==> src/rtl/if_fetch_unit.sv <==
// Instruction-fetch front end: issues word reads to a one-cycle-latency SRAM and buffers
// responses in a small FIFO toward decode. Define IF_FETCH_BYPASS_EN for empty-FIFO bypass.
module if_fetch_unit #(
    parameter int unsigned             ADDR_SIZE  = 32,
    parameter int unsigned             WORD_SIZE  = 32,
    parameter int unsigned             BYTES      = 4,
    parameter logic [ADDR_SIZE-1:0]    RESET_PC   = '0,
    parameter int unsigned             FIFO_DEPTH = 2
) (
    input  logic                 clk,
    input  logic                 rst,
    output logic                 im_oe,
    output logic [BYTES-1:0]     im_web,
    output logic [ADDR_SIZE-1:0] im_addr,
    input  logic [WORD_SIZE-1:0] im_DI,
    output logic [WORD_SIZE-1:0] im_DO,
    input  logic                 redirect_valid,
    input  logic [ADDR_SIZE-1:0] redirect_pc,
    output logic                 id_valid,
    input  logic                 id_ready,
    output logic [WORD_SIZE-1:0] id_inst,
    output logic [ADDR_SIZE-1:0] id_pc
);

    localparam int unsigned PtrW = $clog2(FIFO_DEPTH);
    localparam int unsigned CntW = PtrW + 1;

    logic [ADDR_SIZE-1:0] fetch_pc_q, fetch_pc_d;
    logic                 inflight_q, inflight_d;
    logic [ADDR_SIZE-1:0] inflight_pc_q, inflight_pc_d;
    logic [PtrW-1:0]      wr_ptr_q, wr_ptr_d;
    logic [PtrW-1:0]      rd_ptr_q, rd_ptr_d;
    logic [CntW-1:0]      count_q, count_d;

    logic [ADDR_SIZE-1:0] pc_mem   [FIFO_DEPTH];
    logic [WORD_SIZE-1:0] inst_mem [FIFO_DEPTH];

    logic            bypass;
    logic            pop;
    logic            push;
    logic            issue;
    logic [CntW:0]   occ;

`ifdef IF_FETCH_BYPASS_EN
    assign bypass = inflight_q && (count_q == '0);
`else
    assign bypass = 1'b0;
`endif

    assign id_valid = !rst && !redirect_valid && ((count_q != '0) || bypass);
    assign pop      = id_valid && id_ready;
    // A bypassed response that decode takes this cycle never occupies a FIFO slot.
    assign push     = inflight_q && !redirect_valid && !(bypass && pop);

    // Slots already claimed after this cycle's pop, including the read still in flight.
    assign occ   = (CntW+1)'(count_q) + (CntW+1)'(inflight_q) - (CntW+1)'(pop);
    assign issue = !rst && !redirect_valid && (occ < (CntW+1)'(FIFO_DEPTH));

    assign im_oe   = issue;
    assign im_addr = rst ? RESET_PC : fetch_pc_q;
    assign im_web  = {BYTES{1'b1}};
    assign im_DO   = '0;

    always_comb begin
        id_inst = '0;
        id_pc   = '0;
        if (!rst) begin
            if (bypass) begin
                id_inst = im_DI;
                id_pc   = inflight_pc_q;
            end else begin
                id_inst = inst_mem[rd_ptr_q];
                id_pc   = pc_mem[rd_ptr_q];
            end
        end
    end

    always_comb begin
        fetch_pc_d    = fetch_pc_q;
        inflight_d    = 1'b0;
        inflight_pc_d = inflight_pc_q;
        wr_ptr_d      = wr_ptr_q;
        rd_ptr_d      = rd_ptr_q;
        count_d       = count_q;
        if (redirect_valid) begin
            fetch_pc_d = redirect_pc & ~ADDR_SIZE'(3);
            wr_ptr_d   = '0;
            rd_ptr_d   = '0;
            count_d    = '0;
        end else begin
            if (issue) begin
                fetch_pc_d    = fetch_pc_q + ADDR_SIZE'(4);
                inflight_d    = 1'b1;
                inflight_pc_d = fetch_pc_q;
            end
            if (push) wr_ptr_d = wr_ptr_q + PtrW'(1);
            if (pop && !bypass) rd_ptr_d = rd_ptr_q + PtrW'(1);
            count_d = count_q + CntW'(push) - CntW'(pop && !bypass);
        end
    end

    always_ff @(posedge clk) begin
        if (rst) begin
            fetch_pc_q    <= RESET_PC;
            inflight_q    <= 1'b0;
            inflight_pc_q <= RESET_PC;
            wr_ptr_q      <= '0;
            rd_ptr_q      <= '0;
            count_q       <= '0;
        end else begin
            fetch_pc_q    <= fetch_pc_d;
            inflight_q    <= inflight_d;
            inflight_pc_q <= inflight_pc_d;
            wr_ptr_q      <= wr_ptr_d;
            rd_ptr_q      <= rd_ptr_d;
            count_q       <= count_d;
        end
    end

    always_ff @(posedge clk) begin
        if (!rst && push) begin
            pc_mem[wr_ptr_q]   <= inflight_pc_q;
            inst_mem[wr_ptr_q] <= im_DI;
        end
    end

endmodule

==> config.mk <==
export PLATFORM = sky130hd
export DESIGN_NAME = if_fetch_unit
export DESIGN_NICKNAME = d
export VERILOG_FILES = /design/src/rtl/if_fetch_unit.sv
export SDC_FILE = /design/constraint.sdc
export NUM_CORES = 1
export LEC_CHECK = 0
export ABC_AREA = 1
export BUFFER_PORTS_ARGS = -buffer_cell sky130_fd_sc_hd__buf_2
export CORE_MARGIN = 5
export CORE_UTILIZATION = 50
export CTS_BUF_LIST = sky130_fd_sc_hd__clkbuf_4 sky130_fd_sc_hd__clkbuf_8
export DETAILED_ROUTE_END_ITERATION = 10
export PLACE_DENSITY_LB_ADDON = 0.1
export SKIP_LAST_GASP = 1
export SLEW_MARGIN = 20
export SYNTH_ARGS = -nofsm -noshare
export SYNTH_HDL_FRONTEND = slang
export SYNTH_SLANG_ARGS = --single-unit
==> constraint.sdc <==
create_clock -name clk -period 13 [get_ports clk]
set_clock_uncertainty 0.2 [all_clocks]
set_input_delay 1.95 -clock clk [delete_from_list [all_inputs] [get_ports clk]]
set_output_delay 1.95 -clock clk [all_outputs]
set_load 0.01 [all_outputs]
# After elaboration in Yosys (flattened, before gate mapping)
# Memory sizes are Yosys's and may differ from the RTL's. A register that Yosys moved wholly into a read port is not among the register bits.
# Cells that the tools add are included.
[word_totals]
register_bits = 69
ramBits = 128
in_bits = 68
output_inout_bits = 134
elab_cells = 42
memories = 2
[op_classes]
addsub = 7
order_cmp = 1
mux = 12
n_bitwise = 1
n_reduce_logical = 12
[memory_table]
columns = ["name", "depth", "width", "read_ports", "rd_clocked_by_memory_dff", "write_ports", "line", "text"]
rows = [
  ["inst_mem", 2, 32, 1, 1, 1, "36", "logic [WORD_SIZE-1:0] inst_mem [FIFO_DEPTH];"],
  ["pc_mem", 2, 32, 1, 1, 1, "35", "logic [ADDR_SIZE-1:0] pc_mem [FIFO_DEPTH];"],
]
[ops]
columns = ["op", "count"]
rows = [
  ["32-bit 2-to-1 mux", 5],
  ["32-bit by 3-bit adder with 32-bit output, second input constant", 1],
  ["1-bit 2-to-1 mux", 7],
  ["1-bit logical AND", 6],
  ["2-bit nonzero test", 2],
  ["2-bit by 1-bit adder with 3-bit output", 1],
  ["3-bit by 2-bit < comparator with 1-bit output, second input constant", 1],
  ["3-bit by 1-bit subtractor with 3-bit output", 1],
  ["1-bit adder, second input constant", 2],
  ["2-bit by 1-bit adder with 2-bit output", 1],
  ["1-bit logical NOT", 2],
  ["2-bit AND reduction", 1],
  ["2-bit OR reduction", 1],
  ["2-bit by 1-bit subtractor with 2-bit output", 1],
  ["1-bit inverter", 1],
]

# Logic depth before layout (Yosys ltp)
# Gate-level depths: netlist of the first run.
[logic_depth]
ltp_word = 9
ltp_mapped = 21
mapped_depth_nobuf = 19

# Worst setup path before layout of the first run
# OpenSTA, ideal clock, no wires.
[synth_path]
path_type = "input-to-reg"
startpoint = "in redirect_valid"
endpoint = "mem inst_mem[1][0], enable pin"
setup_ns = 0.558
t_arrival_ns = 6.703
required_ns = 12.242
setup_slack_ns = 5.538
stages = 4
n_path_buf = 1
path_cell_list = "inv_2 > buf_1 > nand2_1 > nor3_1"
[synth_via]
elab_chain_cells = 5
[synth_lines]
columns = ["item", "line", "text"]
rows = [
  ["start: declaration", "17", "input logic redirect_valid,"],
  ["1-bit logical NOT", "53", "assign push = inflight_q && !redirect_valid && !(bypass && pop);"],
  ["1-bit logical AND", "53", ""],
  ["1-bit logical AND", "121", "if (!rst && push) begin"],
  ["1-bit 2-to-1 mux", "121", ""],
  ["1-bit 2-to-1 mux (implied by the code)", "123", "inst_mem[wr_ptr_q] <= im_DI;"],
  ["end: declaration", "36", ""],
]
# No other way between the ends.

# Worst setup path after layout of the first run
[layout_path]
startpoint = "in rst"
endpoint = "out im_oe"
[layout_via]
elab_chain_cells = 7
[layout_lines]
columns = ["item", "line", "text"]
rows = [
  ["start: declaration", "11", "input logic rst,"],
  ["1-bit logical NOT", "50", "assign id_valid = !rst && !redirect_valid && ((count_q != '0) || bypass);"],
  ["1-bit logical AND (2 in series)", "50", ""],
  ["1-bit logical AND", "51", "assign pop = id_valid && id_ready;"],
  ["named net pop", "39", "logic pop;"],
  ["3-bit by 1-bit subtractor with 3-bit output", "56", "assign occ = (CntW+1)'(count_q) + (CntW+1)'(inflight_q) - (CntW+1)'(pop);"],
  ["3-bit by 2-bit < comparator with 1-bit output", "57", "assign issue = !rst && !redirect_valid && (occ < (CntW+1)'(FIFO_DEPTH));"],
  ["1-bit logical AND", "57", ""],
  ["end: declaration", "12", "output logic im_oe,"],
]
# The timed path passes the listed nets, and every way through them passes these cells.

==> impl_metrics.ini, run 1 <==
[pwr]
switching_share_pct = 23.1
pwr-share-clk_pct = 36.0
leakage_uw = 0.00428
p_int_uw = 923
p_switching_uw = 278
pwr-share-seq_pct = 55.9
total_power_uw = 1200
power_density_nw_per_um2 = 122
comb_power_share_pct = 8.1
ir_worst_vdd_mv = 0.0604

[route]
vias_per_cell = 4.80
dr.pass1.iters = 6
antenna_left = 0
vias = 6409
drtIter0Drc = 323
wl_mm = 19.2
drc_errors = 0
wl_per_cell_um = 14.4

[cts]
clk_path_buf_depth = 2
cts.sinks = 190
cts.repair.resized = 0
cts_root_buffer = clkbuf_8
cts_tree = built
clkLatencyLatePin_ps = 440
cts_buffers = 17
cts_setup_buffers = 0
path_clk_slew_ps = 90
hold_buffers = 0
htreeDepth = 4

[final_layout]
num_antenna_cells = 0
finish.utilization_pct = 57.4
nets = 1171
multi_input_area_um2 = 2910
design_area_um2 = 9820
area_delta_synth_final_pct = 14.0
fillers = 1588
layout-drive-gt1-share_pct = 19.6
seq_area_um2 = 5050

[floorplanning]
fp.dieH_um = 141
num_io_pins = 202
fp-row-count = 48
start_util_pct = 50.4
die_area_um2 = 20000
chipWidth_um = 141
core_um2 = 17100

[timing]
rsz0062_at_grt = false
maxSlewViolCount = 0
relSlewSlack_pct = 43.6
hold_slack_ps = 252
setup_violations = 0
fin_crit_sh_pct = 55.0
tns_ps = 0
worstMarginPinSlew_ps = 846
max_freq_mhz = 140
min_period_ps = 7150
hold_viol = 0

[critical_path]
cpMostUsedCell = inv_1
slowest_delay_ps = 550
worstPathRequired_ps = 10850
critPathSlowestCell = buf_4
arrival_ps = 5000
cp_cell_sequence = buf_2, buf_4, inv_4, nand2_4, a21oi_1, nand2_1, inv_1, ha_1, inv_1, nand2_1, fa_1, inv_1, nor2_4, nand2_4, inv_2, buf_2
worstSetupPathType = input port to output port
start_kind = input port
cp_max_fo = 61
critPathCaptureType = output port

[synthesis]
ys.warnings.count = 0
synth_commonest_cells = 230 x nor2_1, 152 x nand2_1, 124 x edfxtp_1
ys_seq_area_share_pct = 58.5
synth_edf_count = 124
avgSynthCellArea_um2 = 8.97
yosysMostFrequentCell = nor2_1
synth_area_um2 = 8620
synthArstFlopShare_pct = 0
syn_inst = 961
synth_cell_types = 36
synth_top_area_share_pct = 43.2
synth.area.top_cells = edfxtp_1 43%, dfxtp_1 15%, nor2_1 10%
synth_ff_type = edfxtp_1
ys_seq_elements = 190
synth_top_cell_by_area = edfxtp_1

[job]
drv_cap = 0

[placement]
place.gp.congestion = 0.911
placed_cell_area_um2 = 9370
hpwlAfterDp_mm = 12.5
port_buffers = 159

[global_routing]
grt_pass1_vias = 6022
grt_max_degree = 68
grt_use_total_pct = 19.5
grt_pass1_wl_mm = 30.8
overflow = 0
antenna_found_initial = 0

[worst_hold_path]
hold_class = register to register

[outcome]
status = finished clean
-- cell usage in the layout (no fill, tap or decap), drive strengths merged --
cell type / Yosys / routed
a211oi: 5 / 5
a21oi: 23 / 23
a22oi: 2 / 2
a31oi: 2 / 2
buf: 54 / 166
bufinv: 0 / 5
clkbuf: 32 / 18
clkinv: 0 / 4
clkinvlp: 0 / 1
conb: 2 / 40
dfxtp: 66 / 66
edfxtp: 124 / 124
fa: 1 / 1
ha: 4 / 4
inv: 76 / 80
nand2: 155 / 155
nand3: 52 / 52
nand3b: 8 / 8
nand4: 5 / 5
nor2: 235 / 235
nor3: 14 / 14
o211a: 1 / 1
o211ai: 3 / 3
o21a: 2 / 2
o21ai: 90 / 90
or2: 1 / 1
xnor2: 1 / 1
xor2: 3 / 3
-- logic make-up (layout without fill, tap and decap cells) --
kind of cell / after synthesis / in the layout / synth area share (%)
adders and majority gates: 5 / 5 / 0.813
xor gates and xnor gates: 4 / 4 / 0.406
DFF: 190 / 190 / 58.5
other: 2 / 40 / 0.0871
AOI/OAI and AO/OA: 128 / 128 / 8.16
buffers and inverters: 162 / 274 / 9.55
and+or+nand+nor: 470 / 470 / 22.5
-- metal layers --
layer | share of wire, % | track usage, % | routed length, µm | up-vias
met5 | 0 | 0 | 0 | -
met4 | 1.1 | 5.15 | 210 | 0
met3 | 7.2 | 4.01 | 1380 | 18
met2 | 46 | 30.7 | 8930 | 209
met1 | 45 | 27.6 | 8710 | 2843
li1 | - | - | - | 3339
-- power by group through the flow --
stage,registers [µW],clock network [µW],logic [µW]
6_report,671,433,97.4
5_1_grt,674,475,111
4_1_cts,671,444,98.0
3_5_place_dp,685,0,97.3
3_3_place_gp,685,0,96.3
2_1_floorplan,682,0,73.5
-- final cells by class --
| type | count | share of cell area [%] |
|---|---|---|
| Tap cell | 225 | 2.87 |
| Clock buffer | 18 | 2.46 |
| Clock inverter | 14 | 2.15 |
| Sequential cell | 190 | 51.4 |
| Multi-Input combinational cell | 647 | 29.6 |
| Timing Repair Buffer | 166 | 8.63 |
| Inverter | 76 | 2.93 |
-- registers in the layout (all words and copies together) (netlist names), named ones only --
register and cells:
inst_mem 64, inflight_pc_q 30, pc_mem 60, wr_ptr_q 1, rd_ptr_q 1, fetch_pc_q 30, count_q 2, inflight_q 1
-- path summary, 6_finish.rpt --
check	start	slack (ps)	cells past startpoint	to
setup reg to reg	count_q[1]$_SDFF_PP0_	9280	17	fetch_pc_q[23]$_SDFFE_PP0P_
hold / removal	inflight_pc_q[12]$_SDFFE_PP0P_	250	0	pc_mem[0][12]$_DFFE_PP_
setup / recovery	rst	5850	16	im_oe
hold reg to reg	inflight_pc_q[12]$_SDFFE_PP0P_	250	0	pc_mem[0][12]$_DFFE_PP_
-- worst max-delay path, delay by kind of cell --
kind / cells / cell delay (ps)
buffers and inverters: 8 / 1420
adders and majority gates: 2 / 760
and+or+nand+nor: 5 / 720
AOI/OAI and AO/OA: 1 / 70
-- through the flow --
stage          setup slack (ps)  std cells
3_3_place_gp               5880       1304
6_report                   5850       1336
2_1_floorplan              5540        999
3_5_place_dp               5840       1304
4_1_cts                    5830       1336
5_1_grt                    5630       1336
Note: power is estimated with default switching activity, not from simulation.
==> run 2, diff against run 1 <==
Clock period 13 ns to 6.64 ns, I/O delays scaled along.
==> run 2 against run 1 <==
Sequential cell count unchanged. Sequential power up 95%. Global-route usage up 0.55 points. Non-clock buffer count up 1. First-iteration DRC count up 15%. Critical endpoint unchanged. Highest routed layer unchanged.
==> impl_metrics.ini, run 2 (synthesized netlist as in run 1, its figures left out) <==
[critical_path]
critPathCaptureType = output port
start_kind = input port
cp_cell_sequence = buf_2, inv_2, nand2_4, a21oi_1, nand2_1, inv_1, ha_1, inv_1, nand2_1, fa_1, inv_1, nor2_4, nand2_4, inv_2, buf_2
cpMostUsedCell = inv_1
critPathTopFamily = buffers and inverters
cp_num_buf_inv = 7
cp_max_fo = 33
arrival_ps = 3940
slowest_delay_ps = 470
worstPathRequired_ps = 5440
worstSetupPathType = input port to output port
critPathSlowestCell = fa_1

[timing]
maxSlewViolCount = 0
hold_slack_ps = 258
tns_ps = 0
relSlewSlack_pct = 36.8
setup_slack_ps = 1510
rsz0062_at_grt = false
setup_violations = 0
hold_viol = 0
fin_crit_sh_pct = 77.3
min_period_ps = 5130
max_freq_mhz = 195
worstMarginPinSlew_ps = 948

[route]
vias = 6433
vias_per_cell = 4.81
drc_errors = 0
wl_per_cell_um = 14.6
drtIter0Drc = 372
wl_mm = 19.5
dr.pass1.iters = 4
antenna_left = 0

[job]
drv_cap = 0

[global_routing]
grt_use_total_pct = 20.0
antenna_found_initial = 0
grt_max_degree = 95
overflow = 0
grt_pass1_wl_mm = 31.9
grt_pass1_vias = 6096

[floorplanning]
die_area_um2 = 20000
start_util_pct = 50.4
fp-row-count = 48
chipWidth_um = 141
core_um2 = 17100
fp.dieH_um = 141
num_io_pins = 202

[final_layout]
layout-drive-gt1-share_pct = 19.9
area_delta_synth_final_pct = 13.6
layout.cells.non_filler = 1337
nets = 1172
largest_register_ff_count = 64
fillers = 1620
final_common_cell = nor2_1
final_cell_mix = 229 x nor2_1, 159 x buf_2, 152 x nand2_1
largest_register = inst_mem
num_antenna_cells = 0
reg_top3 = inst_mem (64), pc_mem (60)

[cts]
cts_root_buffer = clkbuf_8
cts_buffers = 17
htreeDepth = 4
hold_buffers = 0
cts_tree = built
path_clk_slew_ps = 90
cts_setup_buffers = 0
clkLatencyLatePin_ps = 450
cts.sinks = 190
clk_path_buf_depth = 2
cts.repair.resized = 0

[placement]
hpwlAfterDp_mm = 12.8
dp_cells = 1305
port_buffers = 159
dpl_worst_slack_ps = 1460
place.gp.congestion = 0.895

[pwr]
comb_power_share_pct = 8.4
leakage_uw = 0.00426
p_switching_uw = 550
switching_share_pct = 24.0
p_int_uw = 1740
pwr-share-clk_pct = 34.2
pwr-share-seq_pct = 57.5
power_density_nw_per_um2 = 234
ir_worst_vdd_mv = 0.114

[outcome]
status = finished clean

[worst_hold_path]
hold_class = register to register
==> run 2: cell types whose count changed in the layout (fill, tap and decap cells not counted) <==
cell / change
clkinv_4: +1
clkinvlp_2: -1
clkinv_2: +2
clkinvlp_4: +2
clkbuf_4: +1
bufinv_16: -2
inv_6: -1
buf_4: +1
clkinv_1: -2
==> run 2: stage by stage <==
stage          util (%)  instance area [µm²]  power (µW)
6_report           57.2                 9790        2290
5_1_grt            57.2                 9790        2400
4_1_cts            57.2                 9790        2310
3_5_place_dp       54.8                 9380        1530
3_3_place_gp       54.8                 9380        1530
2_1_floorplan         -                 8760        1480
==> run 2: path summary, 6_finish.rpt <==
path,cells after the start,slack [ps],to,from
max,15,1510,im_oe,redirect_valid
min reg2reg,0,260,pc_mem[0][10]$_DFFE_PP_,inflight_pc_q[10]$_SDFFE_PP0P_
max reg2reg,17,3110,fetch_pc_q[23]$_SDFFE_PP0P_,count_q[1]$_SDFF_PP0_
min,0,260,pc_mem[0][10]$_DFFE_PP_,inflight_pc_q[10]$_SDFFE_PP0P_
==> run 2: power groups by stage <==
stage          registers (µW)  clock network [µW]  logic [µW]
6_report                 1310                 782         191
2_1_floorplan            1330                   0         144
4_1_cts                  1310                 805         193
3_5_place_dp             1340                   0         192
5_1_grt                  1320                 864         219
3_3_place_gp             1340                   0         190
==> run 2: cell type report <==
type,instances,area [µm²],area share [%]
flip-flops and latches,190,5050,51.5
multi-input cells,647,2910,29.7
repair buffers,167,856,8.74
inverters,76,288,2.94
well taps,225,282,2.88
clock buffers,19,249,2.54
clock inverters,13,164,1.67
==> run 2: layer usage <==
| layer | wire length [µm] | global-route usage [%] | vias up | share of wire (%) |
|---|---|---|---|---|
| li1 | - | - | 3336 | - |
| met1 | 9090 | 29.0 | 2873 | 47 |
| met2 | 8950 | 31.3 | 207 | 46 |
| met3 | 1280 | 3.74 | 17 | 6.6 |
| met4 | 180 | 5.00 | 0 | 0.92 |
| met5 | 0 | 0 | - | 0 |
==> run 3, diff against run 2 <==
Clock period 6.64 ns to 5.23 ns, I/O delays scaled along.
==> run 3 against run 2 <==
Non-clock buffer count up 2. Via count up 0.59%. Combinational power up 28%. Critical path type unchanged. Highest routed layer unchanged. Clock power up 18%. Sequential cell count unchanged. Critical endpoint unchanged. Largest power group unchanged. Clock-buffer cell count up 1.
==> impl_metrics.ini, run 3 (synthesized netlist as in run 1, its figures left out) <==
[floorplanning]
fp.dieH_um = 141
start_util_pct = 50.4
die_area_um2 = 20000
num_io_pins = 202
chipWidth_um = 141
core_um2 = 17100
fp-row-count = 48

[global_routing]
grt_use_total_pct = 19.6
overflow = 0
grt_max_degree = 95
antenna_found_initial = 0
grt_pass1_wl_mm = 30.9
grt_pass1_vias = 6057

[critical_path]
worstPathRequired_ps = 4250
arrival_ps = 3550
worstSetupPathType = input port to output port
cp_max_fo = 30
critPathCaptureType = output port
rrSetupSlack_ps = 2030
start_kind = input port

[timing]
max_freq_mhz = 221
worstMarginPinSlew_ps = 958
rsz0062_at_grt = false
relSlewSlack_pct = 36.0
setup_violations = 0
hold_viol = 0
tns_ps = 0
min_period_ps = 4530
maxSlewViolCount = 0
fin_crit_sh_pct = 86.6
setup_slack_ps = 699
hold_slack_ps = 257

[pwr]
p_switching_uw = 674
power_density_nw_per_um2 = 290
p_int_uw = 2160
pwr-share-clk_pct = 32.6
leakage_uw = 0.00428
comb_power_share_pct = 8.6
ir_worst_vdd_mv = 0.158
pwr-share-seq_pct = 58.8
total_power_uw = 2840
switching_share_pct = 23.8

[cts]
cts.sinks = 190
cts_root_buffer = clkbuf_8
cts_tree = built
clk_path_buf_depth = 2
htreeDepth = 4
cts.repair.resized = 0
clkLatencyLatePin_ps = 450
cts_buffers = 17
cts_setup_buffers = 0
hold_buffers = 0
path_clk_slew_ps = 90

[final_layout]
reg_top3 = inst_mem (64), pc_mem (60)
final_cell_mix = 229 x nor2_1, 159 x buf_2, 152 x nand2_1
fillers = 1603
nets = 1174
num_antenna_cells = 0
largest_register_ff_count = 64
area_delta_synth_final_pct = 13.5
final_common_cell = nor2_1
layout-drive-gt1-share_pct = 20.0
largest_register = inst_mem

[route]
vias_per_cell = 4.83
wl_mm = 19.4
dr.pass1.iters = 5
antenna_left = 0
vias = 6471
drc_errors = 0
drtIter0Drc = 342
wl_per_cell_um = 14.5

[placement]
place.gp.congestion = 0.897
hpwlAfterDp_mm = 12.9
port_buffers = 159
dpl_worst_slack_ps = 672

[outcome]
status = finished clean

[job]
drv_cap = 0

[worst_hold_path]
hold_class = register to register
==> run 3: power by group through the flow <==
| stage | Sequential [µW] | Clock (µW) | Combinational, µW |
|---|---|---|---|
| floorplan | 1690 | 0 | 183 |
| global placement | 1700 | 0 | 242 |
| detailed placement | 1700 | 0 | 244 |
| CTS | 1670 | 954 | 245 |
| global route | 1680 | 1020 | 278 |
| finish | 1670 | 925 | 244 |
==> run 3: worst paths after layout <==
check / startpoint / endpoint / cells after the start
max: redirect_valid / im_oe / 15
min: inflight_pc_q[27]$_SDFFE_PP0P_ / pc_mem[1][27]$_DFFE_PP_ / 0
max reg2reg: count_q[1]$_SDFF_PP0_ / fetch_pc_q[8]$_SDFFE_PP0P_ / 17
min reg2reg: inflight_pc_q[27]$_SDFFE_PP0P_ / pc_mem[1][27]$_DFFE_PP_ / 0
==> run 3: worst max-delay path: stages <==
cell and delay (ps):
buf_2 290, inv_2 400, nand2_4 130, a21oi_1 180, nand2_1 70, inv_1 140
ha_1 250, inv_1 50, nand2_1 60, fa_1 490, inv_1 60, nor2_4 110
nand2_4 130, inv_2 210, buf_2 170
==> run 3: layer usage <==
layer / GRT usage [%] / wire (µm) / vias to the layer above
met5: 0 / 0 / -
met4: 6.12 / 291 / 0
met3: 3.57 / 1260 / 18
met2: 30.8 / 8880 / 197
met1: 27.8 / 8920 / 2908
li1: - / - / 3348
==> run 3: area by class of cell <==
cell class	instances	area [µm²]	share of cell area, %
clock buffer	20	263	2.69
clock inverter	12	119	1.22
inverter	76	288	2.94
multi-input combinational	647	2910	29.8
sequential	190	5050	51.6
tap	225	282	2.88
timing repair buffer	169	871	8.90
==> run 3: per-stage QoR <==
step / std cells / util, % / instance area [µm²]
2_1_floorplan: 999 / - / 8770
3_3_place_gp: 1307 / 54.9 / 9400
3_5_place_dp: 1307 / 54.9 / 9400
4_1_cts: 1339 / 57.1 / 9780
5_1_grt: 1339 / 57.1 / 9780
6_report: 1339 / 57.1 / 9780
